==> src/rtl/control_fsm.sv <==
// control_fsm: multi-cycle RV32I control sequencer with bus timeout and retire counter.
// Define CTRL_ILLEGAL_TRAP_EN to halt on unknown opcodes; otherwise they retire as NOPs.
module control_fsm #(
  parameter int XLEN        = 32,
  parameter int MEM_TIMEOUT = 16,
  parameter int RET_CNT_W   = 16
) (
  input  logic                 clk,
  input  logic                 rst_n,
  input  logic [XLEN-1:0]      instr,
  input  logic                 mem_ready,
  output logic                 mem_req,
  output logic                 ir_we,
  output logic                 pc_we,
  output logic [1:0]           ALUo,
  output logic                 ALUs,
  output logic                 br,
  output logic                 mr,
  output logic                 mw,
  output logic                 rw,
  output logic                 mtr,
  output logic                 bus_err,
  output logic                 illegal,
  output logic [RET_CNT_W-1:0] ret_cnt
);
`ifdef CTRL_ILLEGAL_TRAP_EN
  localparam logic TRAP = 1'b1;
`else
  localparam logic TRAP = 1'b0;
`endif
  localparam int TW = $clog2(MEM_TIMEOUT);
  localparam logic [2:0] IDLE = 3'd0, FETCH = 3'd1, DECODE = 3'd2, EXEC = 3'd3,
                         MEM = 3'd4, WB = 3'd5, HALT = 3'd6;
  logic [2:0]           state_q, state_d;
  logic [6:0]           op_q;
  logic [TW-1:0]        to_q, to_d;
  logic [RET_CNT_W-1:0] ret_q;
  logic                 bus_err_q, ill_q;
  logic                 is_r, is_i, is_ld, is_st, is_br, known, busy, tmo;
  logic                 unused_ok;
  assign unused_ok = ^instr[XLEN-1:7];
  assign is_r  = op_q == 7'b0110011;
  assign is_i  = op_q == 7'b0010011;
  assign is_ld = op_q == 7'b0000011;
  assign is_st = op_q == 7'b0100011;
  assign is_br = op_q == 7'b1100011;
  assign known = is_r | is_i | is_ld | is_st | is_br;
  assign busy  = state_q == FETCH || state_q == MEM;
  // A response arriving on the last allowed cycle still counts, so tmo needs mem_ready low
  assign tmo   = busy && !mem_ready && to_q == TW'(MEM_TIMEOUT - 1);
  assign to_d  = busy && !mem_ready && !tmo ? to_q + TW'(1) : '0;
  assign mem_req = busy;
  assign ir_we   = state_q == FETCH && mem_ready;
  assign ALUo    = state_q != EXEC ? 2'b00 : is_br ? 2'b01 : (is_r || is_i) ? 2'b10 : 2'b00;
  assign ALUs    = (state_q == EXEC && (is_i || is_ld || is_st)) || state_q == MEM;
  assign br      = state_q == EXEC && is_br;
  assign mr      = state_q == MEM && is_ld;
  assign mw      = state_q == MEM && is_st;
  assign rw      = state_q == WB;
  assign mtr     = state_q == WB && is_ld;
  assign pc_we   = br || (mw && mem_ready) || rw || (state_q == DECODE && !known && !TRAP);
  assign bus_err = bus_err_q;
  assign illegal = ill_q;
  assign ret_cnt = ret_q;
  always_comb begin
    state_d = state_q;
    case (state_q)
      IDLE:    state_d = FETCH;
      FETCH:   state_d = tmo ? HALT : mem_ready ? DECODE : FETCH;
      DECODE:  state_d = known ? EXEC : TRAP ? HALT : FETCH;
      EXEC:    state_d = is_br ? FETCH : (is_ld || is_st) ? MEM : WB;
      MEM:     state_d = tmo ? HALT : !mem_ready ? MEM : is_ld ? WB : FETCH;
      WB:      state_d = FETCH;
      HALT:    state_d = HALT;
      default: state_d = IDLE;
    endcase
  end
  always_ff @(posedge clk or negedge rst_n) begin
    if (!rst_n) begin
      state_q   <= IDLE;
      op_q      <= '0;
      to_q      <= '0;
      ret_q     <= '0;
      bus_err_q <= 1'b0;
      ill_q     <= 1'b0;
    end else begin
      state_q   <= state_d;
      op_q      <= ir_we ? instr[6:0] : op_q;
      to_q      <= to_d;
      ret_q     <= ret_q + RET_CNT_W'(pc_we);
      bus_err_q <= bus_err_q | tmo;
      ill_q     <= ill_q | (TRAP && state_q == DECODE && !known);
    end
  end
endmodule

==> config.mk <==
export PLATFORM = sky130hd
export DESIGN_NAME = control_fsm
export DESIGN_NICKNAME = d
export VERILOG_FILES = /design/src/rtl/control_fsm.sv
export SDC_FILE = /design/constraint.sdc
export NUM_CORES = 1
export LEC_CHECK = 0
export CORE_MARGIN = 1.5
export CORE_UTILIZATION = 38
export DETAILED_ROUTE_END_ITERATION = 10
export HOLD_SLACK_MARGIN = 0.02
export PLACE_DENSITY = 0.77
export RECOVER_POWER = 25
export SETUP_SLACK_MARGIN = 0.3
export SLEW_MARGIN = 20
export SYNTH_ARGS = -nofsm -noshare
export SYNTH_HDL_FRONTEND = slang
export SYNTH_SLANG_ARGS = --single-unit
==> constraint.sdc <==
create_clock -name clk -period 2.63 [get_ports clk]
set_clock_uncertainty 0.2 [all_clocks]
set_input_delay 0.263 -clock clk [delete_from_list [all_inputs] [get_ports clk]]
set_output_delay 0.263 -clock clk [all_outputs]
set_load 0.05 [all_outputs]
==> qor.csv <==
metric,value,unit
DR vias/cell,5.13,
"delay-heaviest family, CP",simple AND/OR/NAND/NOR gates,
status,finished with violations,
1st-iter DRT viols,23,
Post-CTS Hold Buffers,0,
Clock Tree Buf Depth,2,
Worst EP arrival,2.54,ns
Max IR drop VDD,0.000577,V
Final Hold Vio Count,0,
"top cells by count, synth","dfrtp_1 (31), nand3_1 (10), xnor2_1 (9)",
synth top area cells,"dfrtp_1 (53%), xnor2_1 (5.4%), mux2_2 (4.6%)",
Area Growth Syn to Fin,61.2,%
Die ar.,4260,sq um
critical path peak fanout,3,
initial antenna violation count,0,
Synth warnings,0,
Final Instance Area,2370,sq um
IO Count,64,
failing checks,"capacitance limit, slew limit",
Max Cap Viol,1,
die extent in x,65.3,um
CTS tree,yes,
post-route worst setup slack,0.0922,ns
Initial Util,39.9,%
"Distinct cells, synth",36,
placed insts,227,
Synth top area share,52.7,%
clk root buf,clkbuf_8,
critical path's slowest cell,or3_4,
final WL,3530,um
Overflow after GRT,0,
sequential share of the synthesized area,52.7,%
CP Cell Sequence,nand4bb_4 -> or3_4 -> nor3_4 -> nand4b_1 -> ha_4 -> ha_4 -> nand2_4 -> nor3_4 -> buf_4 -> buf_6 -> xnor2_2,
Slew headroom,-9.84,%
Post-Place Cell Area,2110,sq um
Syn Nets,169,
global-route wire length before repair,5670,um
fin crit share,96.5,%
CTS buffer count,5,
Synth area leader,dfrtp_1,
maximum clock frequency,394,MHz
vias in the first global route,1236,
ys flop type,dfrtp_1,
Leak,1.08,nW
H-tree depth,2,
fin nets,234,
Worst-Skew Late Latency,0.28,ns
worst hold path class,register to register,
diodes inserted,0,
# DRC,0,
pre-CTS worst setup slack,0.00391,ns
Post-synth EDFFs,0,
die height,65.3,um
Syn Std Cell Area,1470,sq um
Pwr Total,2.22,mW
DP HPWL,2510,um
Final Setup Violations,0,
critical path required time,2.63,ns
Post-Syn Instances,131,
Finished Layout Cells,245,
GP Congestion,0.813,
Wirelength per Cell,14.4,um
PwrDens,937,nW/um^2
row count,22,
largest net degree at the start of global routing,32,
CORE AREA,3690,sq um
Clock Pin Slew Worst Setup and Hold Paths,0.07,ns
Port Buf Inserts,37,
share of cells above drive strength 1,34.0,%
antenna-violating nets left,0,
routed vias,1257,
CP max stage delay,0.40,ns
top-count cell post-synth,dfrtp_1,
RSZ-0062 raised after global routing,yes,
Crit Path Class,register to register,
total global-route track usage,17.7,%
Util after Layout,64.3,%
Tightest Pin Transition,1.65,ns
crit path time final,2.54,ns
asr flop ratio synth,100,%
Synth Register Bits,31,
Pre-Repair DR Iteration Count,4,
syn avg cell area,11.2,sq um
Hold WS,0.275,ns
CP Launch Type,register,
clk sinks,31,
post-route setup TNS,0,ns
Worst setup EP type,register,
Final Max Tran Viols,32,
WP buf/inv,2,
==> path summary, 6_finish.rpt <==
path	from	to	slack, ns	cells past startpoint
worst min-delay path	to_q[0]$_DFF_PN0_	to_q[0]$_DFF_PN0_	0.27	1
worst max-delay path	op_q[3]$_DFFE_PN0P_	ret_cnt[10]$_DFF_PN0_	0.09	11
min in group asynchronous	rst_n	state_q[2]$_DFF_PN0_	0.74	2
worst max register to register	op_q[3]$_DFFE_PN0P_	ret_cnt[10]$_DFF_PN0_	0.09	11
worst min register to register	to_q[0]$_DFF_PN0_	to_q[0]$_DFF_PN0_	0.27	1
max in group asynchronous	rst_n	to_q[3]$_DFF_PN0_	0.54	2
==> cell type report <==
class / count / area (sq um)
well taps: 48 / 60.1
multi-input cells: 92 / 795
clock buffers: 6 / 82.6
inverters: 4 / 15.0
fillers: 299 / 1320
flip-flops and latches: 31 / 776
clock inverters: 2 / 35.0
repair buffers: 62 / 611
==> state kept, by name, indices dropped and copies added, names as in the netlist <==
name     flops
bus_err      1
op_q         7
ret_cnt     16
state_q      3
to_q         4
==> power breakdown <==
part	internal, mW	switching, mW	total (mW)
Clock	0.306	0.172	0.478
Combinational	0.452	0.559	1.01
Sequential	0.600	0.134	0.734
Total	1.36	0.865	2.22
==> kinds of logic after synthesis <==
family / count (synthesis) / share of synthesized area, %
fa+ha+maj: 3 / 2.55
mux: 6 / 4.59
other cells: 1 / 0.255
compound gates: 15 / 6.46
flops: 31 / 52.7
simple gates: 51 / 21.3
xor+xnor: 16 / 9.52
buf+inv: 8 / 2.63
==> worst register-to-register path: cells and delay by family (launching register included) <==
family                   cells  cell delay, ns
buffers and inverters        2            0.24
XOR/XNOR                     1            0.09
AND/OR/NAND/NOR              6            1.22
flip-flops                   1            0.37
adder cells (fa/ha/maj)      2            0.35
==> cell usage in the layout (no fill, tap or decap), types with 3 or more instances in the layout <==
| cell type | instances |
|---|---|
| a21oi_1 | 3 |
| and3_1 | 5 |
| buf_12 | 5 |
| buf_4 | 23 |
| buf_6 | 5 |
| clkbuf_8 | 6 |
| clkdlybuf4s50_1 | 25 |
| dfrtp_1 | 31 |
| inv_1 | 4 |
| mux2_2 | 6 |
| nand2_1 | 4 |
| nand2b_1 | 3 |
| nand3_1 | 9 |
| nand4_1 | 3 |
| nor2_1 | 5 |
| o21ai_0 | 3 |
| xnor2_1 | 8 |
| xor2_1 | 7 |
==> layer usage <==
layer,wire length (um),vias to the layer above,global-route usage (%)
li1,-,598,-
met1,1420,621,21.3
met2,1920,32,29.7
met3,112,6,4.62
met4,84,0,8.07
met5,0,-,0
==> timing repair <==
item	CTS	global route
setup buffers	3	7
endpoints found under the setup margin	17	18
gates resized for setup	11	7
pin swaps	8	6
No activity file was read; power rests on OpenSTA's default activity.
